**config.mk**
```make
export PLATFORM = sky130hd
export DESIGN_NAME = uart_rx_oversample
export DESIGN_NICKNAME = d
export VERILOG_FILES = /design/src/rtl/uart_rx_oversample.sv
export SDC_FILE = /design/constraint.sdc
export NUM_CORES = 1
export LEC_CHECK = 0
export ABC_CLOCK_PERIOD_IN_PS = 2250
export CORE_UTILIZATION = 55
export DETAILED_ROUTE_END_ITERATION = 8
export PLACE_DENSITY = 0.86
export SETUP_SLACK_MARGIN = 0.2
export SLEW_MARGIN = 10
export SYNTH_ARGS = -nofsm -noshare
export SYNTH_HDL_FRONTEND = slang
export SYNTH_SLANG_ARGS = --single-unit
export TNS_END_PERCENT = 20
```
**constraint.sdc**
```tcl
create_clock -name clk -period 2.25 [get_ports clk]
set_input_delay 0.225 -clock clk [delete_from_list [all_inputs] [get_ports clk]]
set_output_delay 0.225 -clock clk [all_outputs]
set_load 0.01 [all_outputs]
```
**src/rtl/uart_rx_oversample.sv**
```systemverilog
`timescale 1ns/1ps
`default_nettype none
// ============================================================================
// Module      : uart_rx_oversample
// Description : 8x oversampling 8N1 UART receiver. Synchronizes the serial
//               line, detects start bits and samples each bit at its centre.
//               Each good character produces a one-cycle rx_char_valid pulse.
//               A low stop bit produces a one-cycle frame_error pulse.
//               Optional build macro UART_RX_MAJORITY_VOTE_EN selects a
//               majority vote of ticks 3/4/5 instead of the tick-4 sample.
// Revision    : 1.0 - initial release
// ============================================================================
module uart_rx_oversample #(
    parameter int BAUD_DIVIDE = 1
) (
    input  logic       clk,
    input  logic       reset,
    input  logic       uart_rx,
    output logic [7:0] rx_char,
    output logic       rx_char_valid,
    output logic       frame_error
);

    localparam int c_PRESC_W = $clog2(BAUD_DIVIDE + 1);
    localparam logic [c_PRESC_W-1:0] c_PRESC_RELOAD = c_PRESC_W'(BAUD_DIVIDE - 1);
    localparam logic [c_PRESC_W-1:0] c_PRESC_ONE    = c_PRESC_W'(1);

    typedef enum logic [2:0] {
        S_IDLE      = 3'd0,
        S_START     = 3'd1,
        S_DATA      = 3'd2,
        S_STOP      = 3'd3,
        S_WAIT_HIGH = 3'd4
    } state_t;

    state_t               r_state;
    logic                 r_sync1;
    logic                 r_sync2;
    logic [c_PRESC_W-1:0] r_presc;
    logic [2:0]           r_tick_cnt;
    logic [2:0]           r_bit_cnt;
    logic [7:0]           r_shift;
`ifdef UART_RX_MAJORITY_VOTE_EN
    logic                 r_samp3;
`endif
    logic                 r_samp4;

    logic                 w_tick;
    logic [2:0]           w_tick_idx;
    logic                 w_in_frame;
    logic                 w_bit;

    // A tick fires whenever the prescaler has run down; w_tick_idx is the
    // index of the tick occurring in this cycle (wraps 7 -> 0).
    assign w_tick     = (r_presc == '0);
    assign w_tick_idx = r_tick_cnt + 3'd1;
    assign w_in_frame = (r_state == S_START) || (r_state == S_DATA) || (r_state == S_STOP);

    // Bit decision taken at tick 5; r_sync2 is the live tick-5 sample.
`ifdef UART_RX_MAJORITY_VOTE_EN
    assign w_bit = (r_samp3 & r_samp4) | (r_samp3 & r_sync2) | (r_samp4 & r_sync2);
`else
    assign w_bit = r_samp4;
`endif

    // Two-flop synchronizer for the asynchronous line, idling high.
    always_ff @(posedge clk) begin
        if (reset) begin
            r_sync1 <= 1'b1;
            r_sync2 <= 1'b1;
        end else begin
            r_sync1 <= uart_rx;
            r_sync2 <= r_sync1;
        end
    end

    // Capture the early mid-bit samples used by the tick-5 decision.
    always_ff @(posedge clk) begin
        if (reset) begin
`ifdef UART_RX_MAJORITY_VOTE_EN
            r_samp3 <= 1'b1;
`endif
            r_samp4 <= 1'b1;
        end else if (w_in_frame && w_tick) begin
`ifdef UART_RX_MAJORITY_VOTE_EN
            if (w_tick_idx == 3'd3) begin
                r_samp3 <= r_sync2;
            end
`endif
            if (w_tick_idx == 3'd4) begin
                r_samp4 <= r_sync2;
            end
        end
    end

    // Frame FSM: timing counters, deserializer and registered outputs.
    always_ff @(posedge clk) begin
        if (reset) begin
            r_state       <= S_IDLE;
            r_presc       <= '0;
            r_tick_cnt    <= 3'd0;
            r_bit_cnt     <= 3'd0;
            r_shift       <= 8'h00;
            rx_char       <= 8'h00;
            rx_char_valid <= 1'b0;
            frame_error   <= 1'b0;
        end else begin
            rx_char_valid <= 1'b0;
            frame_error   <= 1'b0;
            case (r_state)
                S_IDLE: begin
                    // The detection cycle itself is tick 0 of the start bit.
                    if (!r_sync2) begin
                        r_state    <= S_START;
                        r_presc    <= c_PRESC_RELOAD;
                        r_tick_cnt <= 3'd0;
                    end
                end
                S_WAIT_HIGH: begin
                    // Stay here through a break until the line returns high.
                    if (r_sync2) begin
                        r_state <= S_IDLE;
                    end
                end
                S_START, S_DATA, S_STOP: begin
                    if (!w_tick) begin
                        r_presc <= r_presc - c_PRESC_ONE;
                    end else begin
                        r_presc    <= c_PRESC_RELOAD;
                        r_tick_cnt <= w_tick_idx;
                        if (w_tick_idx == 3'd5) begin
                            if (r_state == S_START) begin
                                if (w_bit) begin
                                    r_state <= S_IDLE;
                                end
                            end else if (r_state == S_DATA) begin
                                r_shift <= {w_bit, r_shift[7:1]};
                            end else begin
                                if (w_bit) begin
                                    rx_char       <= r_shift;
                                    rx_char_valid <= 1'b1;
                                    r_state       <= S_IDLE;
                                end else begin
                                    frame_error <= 1'b1;
                                    r_state     <= S_WAIT_HIGH;
                                end
                            end
                        end else if (w_tick_idx == 3'd0) begin
                            if (r_state == S_START) begin
                                r_state   <= S_DATA;
                                r_bit_cnt <= 3'd0;
                            end else if (r_state == S_DATA) begin
                                if (r_bit_cnt == 3'd7) begin
                                    r_state <= S_STOP;
                                end else begin
                                    r_bit_cnt <= r_bit_cnt + 3'd1;
                                end
                            end
                        end
                    end
                end
                default: begin
                    r_state <= S_IDLE;
                end
            endcase
        end
    end

endmodule
`default_nettype wire

```
==> results.cfg, run 1 <==
[route]
drt_wl_total_microns = 2600
viasPerCell = 5.58
detail_route.iter0.violations = 22
drt.antenna.violating_nets = 0
total_drc_errors_in_the_routed_layout = 0
num_vias = 1010
drt-pass1-iter-count = 4
avg_wl_per_cell_microns = 14.4

[grt]
grt_pass1_vias = 958
grt_max_degree = 23
overflow = 0
grt_pass1_wl_microns = 4230
globalRouteTotalUtil_pct = 22.8
antenna_violations_before_repair = 0

[yosys]
yosysWarnings = 0
synth_area_sq_um = 1320
synth_edf_count = 0
syn_avg_cell_area_sq_um = 9.63
synthesis.instances = 137
ys_ff_latch = 30
synth_sequential_area_ratio_pct = 45.5
yosys_most_used_dff = dfxtp_1
synth_async_sr_flop_share_pct = 0
yosysUniqueCellTypes = 35
mappedNetlistNets = 145

[setup_path]
reg2reg_from = r_tick_cnt[0]
crit_path_cell_trace = ha_1, xor2_2, or2_4, or3_4, or3b_1, a21oi_1
cp-end-kind = register
critical_path.startpoint = r_tick_cnt[0]
cp_slowest_cell = dfxtp_1
critPathTopFamily = simple AND/OR/NAND/NOR gates
worst-path-max-fanout = 6
critical_path.n_buffers_inverters = 0
peak_per_stage_delay_on_the_critical_path_ns = 0.36
critical_path.startpoint_type = register
timing_worst_setup_path_type = reg -> reg
worstPathArrival_ns = 2.28
critPathRequiredTime_ns = 2.52

[floorplanning]
rows = 17
floorplan.die.width_microns = 51.0
ioPinCount = 13
fp.coreArea_sq_um = 2230
die_area_sq_um = 2600
floorplan.die.height_microns = 51.0
initial_utilization_pct = 59.0

[place]
place_hpwl_microns = 1760
portBuffers = 12
placed_area_sq_um = 1470
routabilityCongestion = 0.870
preCtsSetupSlack_ns = 0.260

[timing]
worst_clock_skew_ns = 0.00781
tightest_slew_ns = 0.544
slew_viol_final = 0
grt_setup_unrepaired = true
min_period_ns = 2.01
fin_hold_ws_ns = 0.420
finalSetupTns_ns = 0
worst_slack_ns = 0.241
min_period_over_period_pct = 89.3
finalSetupViolations = 0
hold_viol_final = 0
slew-limit-headroom_pct = 63.5
timing.fmax_mhz = 498

[clocking]
htree_levels = 2
path_clk_slew_ns = 0.10
hold_buffers = 0
clock_tree.root_cell = clkbuf_4
tritoncts = yes
cts_max_path_buffers = 2
worst_skew_pair.late_latency_ns = 0.33
numCtsBuffers = 5
clock-sinks = 30

[cells_and_area]
layout.cell_area.non_filler_sq_um = 1560
layout.nets = 161
filler_cell_count = 186
n_antenna_cell = 0
flow.area_growth_from_synthesis_pct = 17.9
final_layout_size_suffix_gt1_share_pct = 11.8

[power_and_ir_drop]
leakagePower_nw = 0.705
power_per_cell_area_nw_per_um2 = 825
worst_ir_drop_vdd_uv = 583

[run_status]
result_of_the_run = finished, final reports clean

[job]
cap_viol_max_count = 0

[hold_path]
hp-start = r_sync1
min-delay-path-class = reg -> reg
## kinds of logic (layout without fill, tap and decap cells)
logic type | after synthesis | in the layout | share of synthesized area (%)
xor gates and xnor gates | 2 | 2 | 1.90
muxes | 18 | 18 | 13.7
DFF | 30 | 30 | 45.5
AOI/OAI and AO/OA | 15 | 15 | 9.39
and+or+nand+nor | 56 | 56 | 21.4
adders and majority gates | 5 | 5 | 4.74
buffers and inverters | 11 | 27 | 3.32
## layout make-up
class / instances / area (sq um) / area share [%]
Tap cell: 28 / 35.0 / 2.25
Sequential cell: 30 / 601 / 38.6
Clock inverter: 1 / 30.0 / 1.93
Inverter: 5 / 18.8 / 1.21
Clock buffer: 6 / 51.3 / 3.30
Timing Repair Buffer: 15 / 143 / 9.17
Multi-Input combinational cell: 96 / 677 / 43.5
## flip-flops by register name, indices dropped and copies added (netlist names)
signal and count:
frame_error 1, r_sync1 1, r_tick_cnt 3, r_bit_cnt 3
r_state 3, r_sync2 1, rx_char 8, rx_char_valid 1
r_samp4 1, r_shift 8
## where the power goes
group / leakage (nW) / internal, mW / total [mW] / switching (mW)
sequential: 0.242 / 0.554 / 0.594 / 0.0399
clock: 0.0443 / 0.258 / 0.438 / 0.179
combinational: 0.418 / 0.0984 / 0.251 / 0.152
## what timing repair did
item	CTS	global route
buffers inserted	0	0
gates resized for setup	0	1
endpoints found under the hold margin	0	0
setup endpoints to repair	0	12
## cell usage in the layout (no fill, tap or decap), types with 3 or more instances in the layout
cell type	netlist	layout
dfxtp_1	30	30
nor2_1	26	26
mux2i_1	18	18
clkdlybuf4s50_1	0	12
a21oi_1	8	8
nand2_1	7	6
inv_1	5	5
ha_1	5	5
clkbuf_4	0	5
nor3_1	3	3
nand3_1	3	3
buf_4	0	3
## path summary, 6_finish.rpt
check / to / slack [ns] / cells past startpoint
hold reg to reg: r_sync2 / 0.42 / 1
hold / removal: r_sync2 / 0.42 / 1
setup reg to reg: r_bit_cnt[2] / 0.24 / 6
setup / recovery: r_bit_cnt[2] / 0.24 / 6
## cell usage after synthesis (2+ instances only)
library cell | number | area (sq um)
clkbuf_1 | 2 | 7.51
or3b_1 | 2 | 17.5
a211o_1 | 2 | 17.5
inv_1 | 5 | 18.8
nor3b_1 | 2 | 15.0
mux2i_1 | 18 | 180
nand2_1 | 7 | 26.3
a21oi_1 | 8 | 40.0
nor3_1 | 3 | 15.0
or2_2 | 2 | 12.5
nor2_1 | 26 | 97.6
nand3_1 | 3 | 15.0
dfxtp_1 | 30 | 601
ha_1 | 5 | 62.6
buf_1 | 2 | 7.51
## worst register-to-register path: stages, from the launching register on
cell	delay [ns]
dfxtp_1	0.36
ha_1	0.26
xor2_2	0.19
or2_4	0.27
or3_4	0.36
or3b_1	0.36
a21oi_1	0.15
## metrics by stage
stage	std cells	total power [mW]	utilization [%]
after CTS	181	1.29	69.5
final	181	1.28	69.6
after detailed placement	174	0.848	65.9
after global routing	181	1.35	69.6
after global placement	174	0.831	65.9
after floorplan	137	0.791	-
## routing by layer
layer	track usage (%)	vias up	part of all wire, %	wire (microns)
met5	0	-	0	0
met4	11.1	0	2.3	61
met3	7.14	8	4.3	112
met2	38.8	23	50	1310
met1	25.4	479	43	1120
li1	-	500	-	-
No activity file was read; power rests on OpenSTA's default activity.
==> run 2, diff against run 1 <==
--- a/config.mk
+++ b/config.mk
@@ -5,11 +5,12 @@
 export SDC_FILE = /design/constraint.sdc
 export NUM_CORES = 1
 export LEC_CHECK = 0
-export ABC_CLOCK_PERIOD_IN_PS = 2250
+export ABC_CLOCK_PERIOD_IN_PS = 2350
 export CORE_UTILIZATION = 55
 export DETAILED_ROUTE_END_ITERATION = 8
 export PLACE_DENSITY = 0.86
 export SETUP_SLACK_MARGIN = 0.2
+export SKIP_CTS_REPAIR_TIMING = 1
 export SLEW_MARGIN = 10
 export SYNTH_ARGS = -nofsm -noshare
 export SYNTH_HDL_FRONTEND = slang
==> constraint.sdc (replaced) <==
create_clock -name clk -period 2.35 [get_ports clk]
set_input_delay 0.235 -clock clk [delete_from_list [all_inputs] [get_ports clk]]
set_output_delay 0.235 -clock clk [all_outputs]
set_load 0.01 [all_outputs]
==> run 2 against run 1 <==
Compared with the run above:
- utilization fell by 0.73 points
- register-to-register slack better by 0.04 ns
- final area decreased by 1.0%
- clock skew decreased by 0.0053 ns
- first-iteration DRC count fell by 45%
- critical path type unchanged
- largest cell class unchanged
==> results.cfg, run 2 (synthesized netlist as in run 1, its figures left out) <==
[run_status]
result_of_the_run = finished, final reports clean

[timing]
finalSetupTns_ns = 0
min_period_ns = 2.07
finalSetupViolations = 0
tightest_slew_ns = 0.482
min_period_over_period_pct = 88.2
grt_setup_unrepaired = false
timing.fmax_mhz = 482
slew-limit-headroom_pct = 67.8
hold_viol_final = 0
worst_clock_skew_ns = 0.00253
slew_viol_final = 0

[clocking]
clock-sinks = 30
htree_levels = 2
tritoncts = yes
clock_tree.root_cell = clkbuf_4
path_clk_slew_ns = 0.09
worst_skew_pair.late_latency_ns = 0.32
cts_max_path_buffers = 2
numCtsBuffers = 5

[job]
cap_viol_max_count = 0

[route]
total_drc_errors_in_the_routed_layout = 0
detail_route.iter0.violations = 12
avg_wl_per_cell_microns = 13.5
drt_wl_total_microns = 2450
drt.antenna.violating_nets = 0
viasPerCell = 5.52
drt-pass1-iter-count = 4
num_vias = 1000

[cells_and_area]
flow.area_growth_from_synthesis_pct = 16.7
mostFrequentLayoutCell = dfxtp_1
final_cells = 181
layout.nets = 160
final_core_utilization_pct = 68.9
final_layout_size_suffix_gt1_share_pct = 9.80
layout.cell_area.non_filler_sq_um = 1540
n_antenna_cell = 0
final_cell_mix = dfxtp_1, nor2_1, mux2i_1, clkdlybuf4s50_1, a21oi_1
reg.largest.list = r_shift x8, rx_char x8

[floorplanning]
floorplan.die.width_microns = 51.0
initial_utilization_pct = 59.0
floorplan.die.height_microns = 51.0
fp.coreArea_sq_um = 2230
ioPinCount = 13
die_area_sq_um = 2600
rows = 17

[grt]
antenna_violations_before_repair = 0
globalRouteTotalUtil_pct = 22.5
grt_pass1_wl_microns = 4210
overflow = 0
grt_max_degree = 33
grt.met1_usage_pct = 27.0
grt_pass1_vias = 925
routing_usage_on_met2_pct = 35.7
grt_util_met3_pct = 6.55
grt-busiest-layer = met2

[setup_path]
worst-path-max-fanout = 6
critical_path.startpoint_type = register
timing_worst_setup_path_type = reg -> reg
critPathRequiredTime_ns = 2.61
worstPathArrival_ns = 2.33
cp-end-kind = register

[place]
placed_area_sq_um = 1460
dpl.cell_count = 173
portBuffers = 12
place_hpwl_microns = 1710
routabilityCongestion = 0.862

[power_and_ir_drop]
total_power_mw = 1.19
worst_ir_drop_vdd_uv = 445
power_per_cell_area_nw_per_um2 = 773
leakagePower_nw = 0.694

[hold_path]
min-delay-path-class = reg -> reg
## run 2: cell count changes in the layout (fill, tap and decap cells not counted), sizes merged
cell / before / now
buf: 3 / 2
clkbuf: 6 / 7
## run 2: report_power, final
part           switching [mW]  internal, mW  leakage [nW]
logic                   0.136        0.0937         0.412
clock network           0.167         0.225        0.0395
registers              0.0368         0.530         0.242
## run 2: worst paths after layout
check             slack [ns]  cells after the start     startpoint            to
setup / recovery        0.28                      6  r_tick_cnt[0]  r_bit_cnt[1]
hold / removal          0.42                      1        r_sync1       r_sync2
setup reg to reg        0.28                      6  r_tick_cnt[0]  r_bit_cnt[1]
hold reg to reg         0.42                      1        r_sync1       r_sync2
## run 2: cell type report
class	count	area, sq um
clock buffer	7	45.0
clock inverter	1	30.0
fill	190	694
inverter	5	18.8
multi-input combinational	96	674
sequential	30	601
tap	28	35.0
timing repair buffer	14	135
## run 2: per-stage QoR
step           hold WS [ns]  setup WS, ns
4_1_cts               0.430         0.282
2_1_floorplan         0.337         0.458
5_1_grt               0.450         0.217
3_3_place_gp          0.403         0.435
3_5_place_dp          0.408         0.309
6_report              0.422         0.277
## run 2: layer usage
metal | share of wire [%] | wire length (microns)
met3 | 4.2 | 104
met2 | 49 | 1210
met5 | 0 | 0
met4 | 2.2 | 54
met1 | 44 | 1080
## run 2: worst max-delay path, cell delays in order (launching register included)
cell and delay, ns:
dfxtp_1 0.36, ha_1 0.27, xor2_2 0.20, or2_4 0.28, or3_4 0.37, or3b_1 0.37
a21oi_1 0.17
==> run 3, diff against run 2 <==
--- a/config.mk
+++ b/config.mk
@@ -6,6 +6,7 @@
 export NUM_CORES = 1
 export LEC_CHECK = 0
 export ABC_CLOCK_PERIOD_IN_PS = 2350
+export CAP_MARGIN = 20
 export CORE_UTILIZATION = 55
 export DETAILED_ROUTE_END_ITERATION = 8
 export PLACE_DENSITY = 0.86
==> results of run 3 <==
Final layout, timing and power as in run 2 (identical DEF).
